`config.mk`:
```
export PLATFORM = sky130hd
export DESIGN_NAME = rtc_bcd_word_flat
export DESIGN_NICKNAME = d
export VERILOG_FILES = /design/src/rtl/clock_pkg.sv /design/src/rtl/rtc_bcd_word_if.sv /design/src/rtl/bcd2_counter.sv /design/src/rtl/rtc_bcd_word.sv /design/src/flat_wrapper.sv
export SDC_FILE = /design/constraint.sdc
export NUM_CORES = 1
export LEC_CHECK = 0
export CORE_MARGIN = 4
export CORE_UTILIZATION = 57
export CTS_BUF_LIST = sky130_fd_sc_hd__clkbuf_4
export DETAILED_ROUTE_END_ITERATION = 12
export GPL_TIMING_DRIVEN = 0
export PLACE_DENSITY = 0.88
export SYNTH_ARGS = -nofsm -noshare
export SYNTH_HDL_FRONTEND = slang
export SYNTH_SLANG_ARGS = --single-unit
export TNS_END_PERCENT = 20
```
`constraint.sdc`:
```
create_clock -name clk -period 5.2 [get_ports clk]
set_input_delay 1.04 -clock clk [delete_from_list [all_inputs] [get_ports clk]]
set_output_delay 1.04 -clock clk [all_outputs]
set_load 0.05 [all_outputs]
```
`src/rtl/clock_pkg.sv`:
```
// Shared constants, BCD field type and write validation for the time-of-day block.
package clock_pkg;

  localparam int unsigned FIELD_W = 8;
  localparam int unsigned WORD_W  = 32;
  localparam int unsigned HH_LSB  = 24;
  localparam int unsigned MM_LSB  = 16;
  localparam int unsigned SS_LSB  = 8;
  localparam int unsigned CS_LSB  = 0;

  typedef logic [FIELD_W-1:0] bcd2_t;

  localparam bcd2_t CS_MAX = 8'h99;
  localparam bcd2_t SS_MAX = 8'h59;
  localparam bcd2_t MM_MAX = 8'h59;
  localparam bcd2_t HH_MAX = 8'h23;

  // True when every nibble is a decimal digit and each field is in range.
  function automatic logic bcd_word_ok(input logic [WORD_W-1:0] w);
    logic ok;
    ok = 1'b1;
    for (int i = 0; i < 8; i++) begin
      if (w[4*i +: 4] > 4'd9) ok = 1'b0;
    end
    if (w[HH_LSB +: FIELD_W] > HH_MAX) ok = 1'b0;
    if (w[MM_LSB +: FIELD_W] > MM_MAX) ok = 1'b0;
    if (w[SS_LSB +: FIELD_W] > SS_MAX) ok = 1'b0;
    return ok;
  endfunction

endpackage

```
`src/rtl/rtc_bcd_word_if.sv`:
```
// CPU load path and display-side outputs of the time-of-day source.
interface rtc_bcd_word_if;
  import clock_pkg::*;

  logic              run;
  logic              wr_en;
  logic [WORD_W-1:0] wr_data;
  logic              ce1ms;
  logic [WORD_W-1:0] word;
  logic              sec_tick;
  logic              day_tick;
  logic              wr_err;

  modport master (output run, wr_en, wr_data,
                  input  ce1ms, word, sec_tick, day_tick, wr_err);
  modport slave  (input  run, wr_en, wr_data,
                  output ce1ms, word, sec_tick, day_tick, wr_err);
endinterface

```
`src/rtl/bcd2_counter.sv`:
```
// Two-digit BCD counter wrapping at MAX, with synchronous load taking priority.
module bcd2_counter
  import clock_pkg::*;
#(
  parameter bcd2_t MAX = 8'h99
) (
  input  logic  clk,
  input  logic  rst_n,
  input  logic  inc,
  input  logic  load,
  input  bcd2_t load_val,
  output bcd2_t value,
  output logic  carry
);

  assign carry = inc && (value == MAX);

  always_ff @(posedge clk or negedge rst_n) begin
    if (!rst_n) begin
      value <= '0;
    end else if (load) begin
      value <= load_val;
    end else if (inc) begin
      if (value == MAX)            value <= '0;
      else if (value[3:0] == 4'd9) value <= {value[7:4] + 4'd1, 4'd0};
      else                         value <= {value[7:4], value[3:0] + 4'd1};
    end
  end

endmodule

```
`src/rtl/rtc_bcd_word.sv`:
```
// ms prescaler plus HH:MM:SS.cc BCD clock packed into the scanner's nibble word.
module rtc_bcd_word
  import clock_pkg::*;
#(
  parameter int unsigned CLK_HZ = 100_000_000
) (
  input  logic           clk,
  input  logic           rst_n,
  rtc_bcd_word_if.slave  bus
);

  localparam int unsigned MS_DIV = CLK_HZ / 1000;
  localparam int unsigned PW     = $clog2(MS_DIV);

  logic [PW-1:0] pcnt;
  logic          ce1ms_q;
  logic [3:0]    ms10;
  logic          sec_tick_q, day_tick_q, wr_err_q;

  logic  wr_ok, load, adv, cs_inc;
  bcd2_t cs, ss, mm, hh;
  logic  cs_carry, ss_carry, mm_carry, hh_carry;

  // Free-running prescaler; ce1ms follows the terminal count by one cycle.
  always_ff @(posedge clk or negedge rst_n) begin
    if (!rst_n) begin
      pcnt    <= '0;
      ce1ms_q <= 1'b0;
    end else if (pcnt == PW'(MS_DIV - 1)) begin
      pcnt    <= '0;
      ce1ms_q <= 1'b1;
    end else begin
      pcnt    <= pcnt + PW'(1);
      ce1ms_q <= 1'b0;
    end
  end

  assign wr_ok  = bcd_word_ok(bus.wr_data);
  assign load   = bus.wr_en && wr_ok;
  assign adv    = ce1ms_q && bus.run;
  assign cs_inc = adv && (ms10 == 4'd9) && !load;

  always_ff @(posedge clk or negedge rst_n) begin
    if (!rst_n)      ms10 <= '0;
    else if (load)   ms10 <= '0;
    else if (adv)    ms10 <= (ms10 == 4'd9) ? 4'd0 : ms10 + 4'd1;
  end

  bcd2_counter #(.MAX(CS_MAX)) u_cs (
    .clk(clk), .rst_n(rst_n), .inc(cs_inc), .load(load),
    .load_val(bus.wr_data[CS_LSB +: FIELD_W]), .value(cs), .carry(cs_carry));
  bcd2_counter #(.MAX(SS_MAX)) u_ss (
    .clk(clk), .rst_n(rst_n), .inc(cs_carry), .load(load),
    .load_val(bus.wr_data[SS_LSB +: FIELD_W]), .value(ss), .carry(ss_carry));
  bcd2_counter #(.MAX(MM_MAX)) u_mm (
    .clk(clk), .rst_n(rst_n), .inc(ss_carry), .load(load),
    .load_val(bus.wr_data[MM_LSB +: FIELD_W]), .value(mm), .carry(mm_carry));
  bcd2_counter #(.MAX(HH_MAX)) u_hh (
    .clk(clk), .rst_n(rst_n), .inc(mm_carry), .load(load),
    .load_val(bus.wr_data[HH_LSB +: FIELD_W]), .value(hh), .carry(hh_carry));

  // Carries are already blocked on load edges, so loads never raise ticks.
  always_ff @(posedge clk or negedge rst_n) begin
    if (!rst_n) begin
      sec_tick_q <= 1'b0;
      day_tick_q <= 1'b0;
      wr_err_q   <= 1'b0;
    end else begin
      sec_tick_q <= cs_carry;
      day_tick_q <= hh_carry;
      wr_err_q   <= bus.wr_en && !wr_ok;
    end
  end

  assign bus.ce1ms    = ce1ms_q;
  assign bus.word     = {hh, mm, ss, cs};
  assign bus.sec_tick = sec_tick_q;
  assign bus.day_tick = day_tick_q;
  assign bus.wr_err   = wr_err_q;

endmodule

```
`src/flat_wrapper.sv`:
```
// flat-port wrapper written by rule: the top's interface ports become plain ports
module rtc_bcd_word_flat import clock_pkg::*;
#(
  parameter int unsigned CLK_HZ = 100_000_000
)
  (clk, rst_n, bus_run, bus_wr_en, bus_wr_data, bus_ce1ms, bus_word, bus_sec_tick, bus_day_tick, bus_wr_err);
  rtc_bcd_word_if bus_i ();
  input  logic clk;
  input  logic rst_n;
  input wire logic [$bits(bus_i.run)-1:0] bus_run;
  input wire logic [$bits(bus_i.wr_en)-1:0] bus_wr_en;
  input wire logic [$bits(bus_i.wr_data)-1:0] bus_wr_data;
  output wire logic [$bits(bus_i.ce1ms)-1:0] bus_ce1ms;
  output wire logic [$bits(bus_i.word)-1:0] bus_word;
  output wire logic [$bits(bus_i.sec_tick)-1:0] bus_sec_tick;
  output wire logic [$bits(bus_i.day_tick)-1:0] bus_day_tick;
  output wire logic [$bits(bus_i.wr_err)-1:0] bus_wr_err;
  assign bus_i.run = bus_run;
  assign bus_i.wr_en = bus_wr_en;
  assign bus_i.wr_data = bus_wr_data;
  assign bus_ce1ms = bus_i.ce1ms;
  assign bus_word = bus_i.word;
  assign bus_sec_tick = bus_i.sec_tick;
  assign bus_day_tick = bus_i.day_tick;
  assign bus_wr_err = bus_i.wr_err;
  rtc_bcd_word #(.CLK_HZ(CLK_HZ)) u_core (.clk(clk), .rst_n(rst_n), .bus(bus_i));
endmodule
```
==> results_tabular.tex <==
\begin{tabular}{lr}
\hline
Metric & Value \\
\hline
\multicolumn{2}{l}{\textbf{Die}} \\
Die Span X & 85.3 um \\
Initial cell density of the core & 0.604 \\
Row Count & 27 \\
Die ar. & 7280 um\^{}2 \\
CORE AREA & 5640 um\^{}2 \\
Vertical extent of the die & 85.3 um \\
Num ports & 72 \\
\multicolumn{2}{l}{\textbf{Synthesis}} \\
Adder-cell area share of the yosys netlist & 0.0624 \\
Synth Area in Simple Gates & 0.260 \\
Largest family of logic cells by synthesized area & simple AND/OR/NAND/NOR gates \\
Commonest register cell after synthesis & sky130\_fd\_sc\_hd\_\_dfrtp\_1 \\
Post-Syn Nets & 424 \\
Number of synthesized register bits & 57 \\
Leading post-synthesis cells by cell area & sky130\_fd\_sc\_hd\_\_dfrtp\_1, sky130\_fd\_sc\_hd\_\_nor2\_1, sky130\_fd\_sc\_hd\_\_ha\_1 \\
Multiplexer fraction of the synthesized cell area & 0.0323 \\
EDFF count, synth & 0 \\
Library cells used by synthesis & 47 \\
Mean instance size in the synthesized netlist & 9.19 um\^{}2 \\
Post-synthesis compound-gate area fraction & 0.141 \\
Syn Inst Count & 371 \\
Async set-or-reset flop fraction in the synthesized netlist & 1.00 \\
Number of warnings issued by yosys & 0 \\
Sequential area share after synthesis & 0.419 \\
Area leader, netlist & sky130\_fd\_sc\_hd\_\_dfrtp\_1 \\
Netlist Area Pre-Place & 3410 um\^{}2 \\
Post-synthesis share of cell area spent on xor and xnor gates & 0.0463 \\
Top-area cell type share of the netlist area & 0.419 \\
\multicolumn{2}{l}{\textbf{Critical path}} \\
Category of the worst setup path launch point & input port \\
Number of buffers and inverters on the critical path & 1 \\
CP max stage cell & sky130\_fd\_sc\_hd\_\_nor4\_2 \\
Longest individual stage delay on the worst path & 0.97 ns \\
Class of the most critical setup path & input port to flip-flop \\
Required @ worst endpoint & 5.50 ns \\
Cell-by-cell listing of the critical path & clkdlybuf4s50\_1 > o21ai\_0 > nand2\_1 > nor4\_2 > a211oi\_1 > a21o\_1 \\
WP depth & 6 \\
Sort of element at the end of the critical path & flip-flop \\
Logic depth of the worst register-to-register path & 9 \\
Worst path arrival time & 3.35 ns \\
Delay-heaviest family, CP & simple AND/OR/NAND/NOR gates \\
Maximum net fanout on the critical path & 10 \\
\multicolumn{2}{l}{\textbf{Clocking}} \\
Clock network latency to the later pin of the worst-skew pair & 0.42 ns \\
Clock root buffer & sky130\_fd\_sc\_hd\_\_clkbuf\_4 \\
Number of buffers inserted by post-CTS setup repair & 0 \\
Bufs on Longest Clock Path & 2 \\
Post-CTS Hold Fix Bufs & 0 \\
\# clock sinks & 57 \\
Post-cts resize count & 0 \\
Total clock buffers created by CTS & 9 \\
H-tree Lvls & 3 \\
Clock transition at the registers of the reported paths & 0.09 ns \\
Clock tree from TritonCTS & done \\
\multicolumn{2}{l}{\textbf{Place}} \\
Post-detailed-placement half-perimeter wirelength & 6520 um \\
Area of placed instances & 4220 um\^{}2 \\
Count of buffers from port buffering & 71 \\
Final GP Congestion & 0.844 \\
\multicolumn{2}{l}{\textbf{Detailed routing}} \\
Final routed wire length divided by cell count & 16.3 um \\
Drt first-iter violations & 134 \\
Antenna Nets Post-Route & 0 \\
Detailed-route DRC error count & 0 \\
Via count & 3104 \\
Total routed wirelength & 8680 um \\
Via count normalized by instance count & 5.85 \\
Detailed-router iteration count before antenna repair & 6 \\
\multicolumn{2}{l}{\textbf{Global route}} \\
Largest net degree at the start of global routing & 43 \\
Via count of the first global-routing pass & 3066 \\
Antenna violations before repair & 0 \\
Remaining global-route overflow & 0 \\
First-pass GRT wire length & 14500 um \\
Overall global routing resource usage & 0.250 \\
\multicolumn{2}{l}{\textbf{Timing}} \\
Crit path time final & 3.05 ns \\
Number of hold violations in the final report & 0 \\
Slew HR & 0.218 \\
Slew at the pin with the worst max-slew slack & 1.16 ns \\
Count of pins over their slew limit & 0 \\
Unrepaired setup endpoints after global routing & no \\
Final setup viols & 0 \\
Highest clock rate & 328 MHz \\
Final period utilization & 0.586 \\
Accumulated negative setup slack & 0 ns \\
Setup clock skew after layout & 0.0173 ns \\
\multicolumn{2}{l}{\textbf{Cells and area}} \\
Area delta synth->final & 28.4\% \\
Filler instances & 388 \\
Share of layout cells above drive strength 1 & 0.0806 \\
Most frequent standard cell in the layout excluding fill and tap cells & sky130\_fd\_sc\_hd\_\_clkdlybuf4s50\_1 \\
Summed area of non-filler cells in the final layout & 4380 um\^{}2 \\
Final nets & 507 \\
Antenna diode count & 0 \\
Most frequent cells in the layout & sky130\_fd\_sc\_hd\_\_clkdlybuf4s50\_1, sky130\_fd\_sc\_hd\_\_nor2\_1, sky130\_fd\_sc\_hd\_\_dfrtp\_1 \\
\multicolumn{2}{l}{\textbf{Pwr}} \\
Combinational fraction of design power & 0.166 \\
Clk network pwr share & 0.358 \\
Leakage dissipation & 1.90 nW \\
Net switching fraction of the power & 0.285 \\
Net load switching power & 286 uW \\
Internal Power & 718 uW \\
Max IR drop VDD & 0.000178 V \\
Sum of internal, switching and leakage power & 1.00 mW \\
Fraction of power consumed by sequential logic & 0.476 \\
Total power per unit cell area & 229 nW/um\^{}2 \\
\multicolumn{2}{l}{\textbf{Run status}} \\
Run status & finished, final reports clean \\
\multicolumn{2}{l}{\textbf{Flow run}} \\
Number of maximum-capacitance constraint violations & 0 \\
\multicolumn{2}{l}{\textbf{Min path}} \\
Type of the most critical hold path & flip-flop to flip-flop \\
Number of cells traversed by the worst hold path & 1 \\
\hline
\end{tabular}
worst reg2reg max path: stages (launching register included):
cell	delay (ns)
sky130_fd_sc_hd__dfrtp_1	0.43
sky130_fd_sc_hd__inv_1	0.07
sky130_fd_sc_hd__ha_1	0.16
sky130_fd_sc_hd__and3b_1	0.17
sky130_fd_sc_hd__clkbuf_2	0.20
sky130_fd_sc_hd__nand4_2	0.27
sky130_fd_sc_hd__clkbuf_1	0.31
sky130_fd_sc_hd__nor3_1	0.28
sky130_fd_sc_hd__mux2i_1	0.21
sky130_fd_sc_hd__nor2_1	0.05
Yosys cell counts (2+ instances only):
master	instances
sky130_fd_sc_hd__nand4_1	8
sky130_fd_sc_hd__clkbuf_1	8
sky130_fd_sc_hd__ha_1	17
sky130_fd_sc_hd__mux2i_1	11
sky130_fd_sc_hd__dfrtp_1	57
sky130_fd_sc_hd__nor3_1	14
sky130_fd_sc_hd__o21ai_0	9
sky130_fd_sc_hd__a211oi_1	6
sky130_fd_sc_hd__xor2_1	10
sky130_fd_sc_hd__buf_2	7
sky130_fd_sc_hd__o21a_1	8
sky130_fd_sc_hd__nand2b_1	4
sky130_fd_sc_hd__xnor2_1	8
sky130_fd_sc_hd__nor4_1	5
sky130_fd_sc_hd__o311ai_2	3
sky130_fd_sc_hd__o41a_1	2
sky130_fd_sc_hd__and3_1	5
sky130_fd_sc_hd__a31oi_1	2
sky130_fd_sc_hd__inv_1	14
sky130_fd_sc_hd__o31a_1	2
sky130_fd_sc_hd__o211ai_2	3
sky130_fd_sc_hd__nor2_1	58
sky130_fd_sc_hd__and3b_1	5
sky130_fd_sc_hd__a21oi_1	26
sky130_fd_sc_hd__o31ai_1	3
sky130_fd_sc_hd__nor4_2	3
sky130_fd_sc_hd__nand3_1	19
sky130_fd_sc_hd__nand2_1	22
sky130_fd_sc_hd__nor2b_1	3
sky130_fd_sc_hd__nand3b_1	5
sky130_fd_sc_hd__and4_1	4
sky130_fd_sc_hd__and2_1	5
state kept, by name, indices dropped and copies added (netlist names):
| register | count |
|---|---|
| u_core.bus.wr_err | 1 |
| u_core.bus.day_tick | 1 |
| u_core.u_ss.value | 8 |
| u_core.bus.sec_tick | 1 |
| u_core.ms10 | 4 |
| u_core.u_cs.value | 8 |
| u_core.u_mm.value | 8 |
| u_core.u_hh.value | 8 |
| u_core.pcnt | 17 |
| u_core.bus.ce1ms | 1 |
cells by family (layout without fill, tap and decap cells):
logic type / count (synthesis) / after routing
AOI/OAI and AO/OA: 69 / 69
xor gates and xnor gates: 18 / 18
DFF: 57 / 57
muxes: 11 / 11
adders and majority gates: 17 / 17
buffers and inverters: 31 / 119
and+or+nand+nor: 168 / 168
per-layer routing:
layer | part of all wire | global-route usage
met5 | 0 | 0
met4 | 0.024 | 0.115
met3 | 0.068 | 0.0495
met2 | 0.49 | 0.408
met1 | 0.42 | 0.318
final cells by class:
type	count	area (um^2)	area share
timing repair buffer	72	726	0.166
sequential	57	1430	0.326
clock inverter	7	85.1	0.0194
tap	72	90.1	0.0206
buffer	17	81.3	0.0186
inverter	14	52.6	0.0120
multi-input combinational	283	1850	0.422
clock buffer	9	67.6	0.0154
worst paths after layout:
| kind | start | to | slack (ns) |
|---|---|---|---|
| min in group asynchronous | rst_n | u_core.u_cs.value[2]$_DFFE_PN0P_ | 0.53 |
| setup reg to reg | u_core.u_ss.value[1]$_DFFE_PN0P_ | u_core.u_mm.value[7]$_DFFE_PN0P_ | 2.89 |
| max in group asynchronous | rst_n | u_core.u_hh.value[1]$_DFFE_PN0P_ | 4.11 |
| hold / removal | u_core.pcnt[0]$_DFF_PN0_ | u_core.pcnt[0]$_DFF_PN0_ | 0.47 |
| hold reg to reg | u_core.pcnt[0]$_DFF_PN0_ | u_core.pcnt[0]$_DFF_PN0_ | 0.47 |
| setup / recovery | bus_wr_data[10] | u_core.u_hh.value[4]$_DFFE_PN0P_ | 2.15 |
power groups by stage:
stage	sequential (mW)	combinational, mW	clock, mW
after global placement	0.485	0.163	0
after floorplan	0.530	0.0418	0
after detailed placement	0.486	0.167	0
after global routing	0.481	0.179	0.384
after CTS	0.477	0.168	0.363
final	0.478	0.167	0.359
metrics by stage:
step	hold slack [ns]	std cells	setup slack (ns)	util
after CTS	0.471	531	2.17	0.776
final	0.472	531	2.15	0.776
after global placement	0.446	514	1.36	0.746
after global routing	0.503	531	2.02	0.776
after floorplan	0.432	371	2.69	-
after detailed placement	0.458	515	1.81	0.749
Power figures use the tool's default switching activity.
==> edit (config.mk and constraints unchanged) <==
Change the package constant `HH_LSB` from 24 to 12.
--- a/src/rtl/clock_pkg.sv
+++ b/src/rtl/clock_pkg.sv
@@ -3,7 +3,7 @@
 
   localparam int unsigned FIELD_W = 8;
   localparam int unsigned WORD_W  = 32;
-  localparam int unsigned HH_LSB  = 24;
+  localparam int unsigned HH_LSB  = 12;
   localparam int unsigned MM_LSB  = 16;
   localparam int unsigned SS_LSB  = 8;
   localparam int unsigned CS_LSB  = 0;
Behaviour: not the same (Yosys sat finds a counterexample within 4 cycles, from zero or initial values and one cycle with rst_n low).
==> edit against the unedited design <==
- synthesized cell count decreased by 2.7%
- largest power group unchanged
- hold slack got worse by 0.0044 ns
- final area down 2.6%
- sequential power fell by 3%
- sequential share of layout area rose by 0.87 points
- register-to-register slack better by 0.10 ns
- wire length shrank 3.3%
- sequential cell count is the same
- worst setup slack better by 0.21 ns
- area after synthesis decreased by 3.5%
- total power shrank 3.0%
==> edit: results (changes against the unedited design) <==
Power and ir drop
The reported leakage power is 1.86 nW (was 1.90 nW). The maximum vdd ir drop was 0.153 mV (was 0.178 mV). The sequential cell fraction of total power is 0.475 (was 0.476).

Critical path
The end of the worst register-to-register path is u_core.u_hh.value[5] (was u_core.u_mm.value[7]). The timing startpoint of the critical path is bus_wr_data[15] (was bus_wr_data[10]). The worst-path cell with the longest stage delay was sky130_fd_sc_hd__clkdlybuf4s50_1 (was sky130_fd_sc_hd__nor4_2). The register-to-register setup slack is 2.99 ns (was 2.89 ns).

The critical register-to-register path startpoint is u_core.u_hh.value[4] (was u_core.u_ss.value[1]). The maximum cell stage delay along the critical path is 0.51 ns (was 0.97 ns).

Routing
The first-pass iteration count of the detailed router is 4 (was 6).

Synth
The compound-gate portion of the synthesized area came to 0.123 (was 0.141). The sequential element share of the synthesized area came to 0.433 (was 0.419). The parity-gate share of the synthesized area counting xor and xnor cells is 0.0506 (was 0.0463).

Timing
The worst max-slew margin expressed relative to the limit was 0.575 (was 0.218).

Cells and area
The non-clock inverter instance count of the final layout was 13 (was 14). The final-layout clock-cell area share came to 0.0414 (was 0.0349). The fraction of standard cell area in multi-input logic was 0.409 (was 0.422). The final layout net count is 495 (was 507).

Global route
The all-layer global routing usage is 0.247 (was 0.250). The wire length of the first global-routing pass is 13.9 mm (was 14.5 mm). The via count of the first global-routing pass is 2946 (was 3066).

Placed design
The HPWL after detailed placement is 6.39 mm (was 6.52 mm). The final RePlAce weighted congestion was 0.890 (was 0.844). The count of buffers inserted at the top-level ports is 69 (was 71). The post-place instance area is 4090 µm² (was 4220 µm²).

Run status
Run status: finished clean (unchanged).
==> edit: changes by cell type after synthesis, sizes merged, moves of 3 or more <==
cell,delta
nand2b,-3
a31oi,+10
a211oi,-4
or3,+8
o21ai,+6
nor3,-7
nor2,-8
nand2,+12
o21a,-5
mux2i,-6
nor4,+3
clkbuf,-6
==> edit: per-layer routing <==
layer  global-route usage  up-vias  wire (µm)
met3               0.0444       19        572
met5                    0        -          0
met4               0.0921        0        151
met2                0.414      135       4110
li1                     -     1462          -
met1                0.319     1444       3550
==> edit: through the flow <==
| stage | setup slack (ns) | hold WS, ns | std cells | total power [mW] |
|---|---|---|---|---|
| 2_1_floorplan | 2.73 | 0.433 | 361 | 0.515 |
| 3_3_place_gp | 1.34 | 0.451 | 502 | 0.574 |
| 3_5_place_dp | 1.98 | 0.460 | 503 | 0.578 |
| 4_1_cts | 2.39 | 0.472 | 519 | 0.978 |
| 5_1_grt | 2.25 | 0.489 | 519 | 1.01 |
| 6_report | 2.36 | 0.468 | 519 | 0.974 |
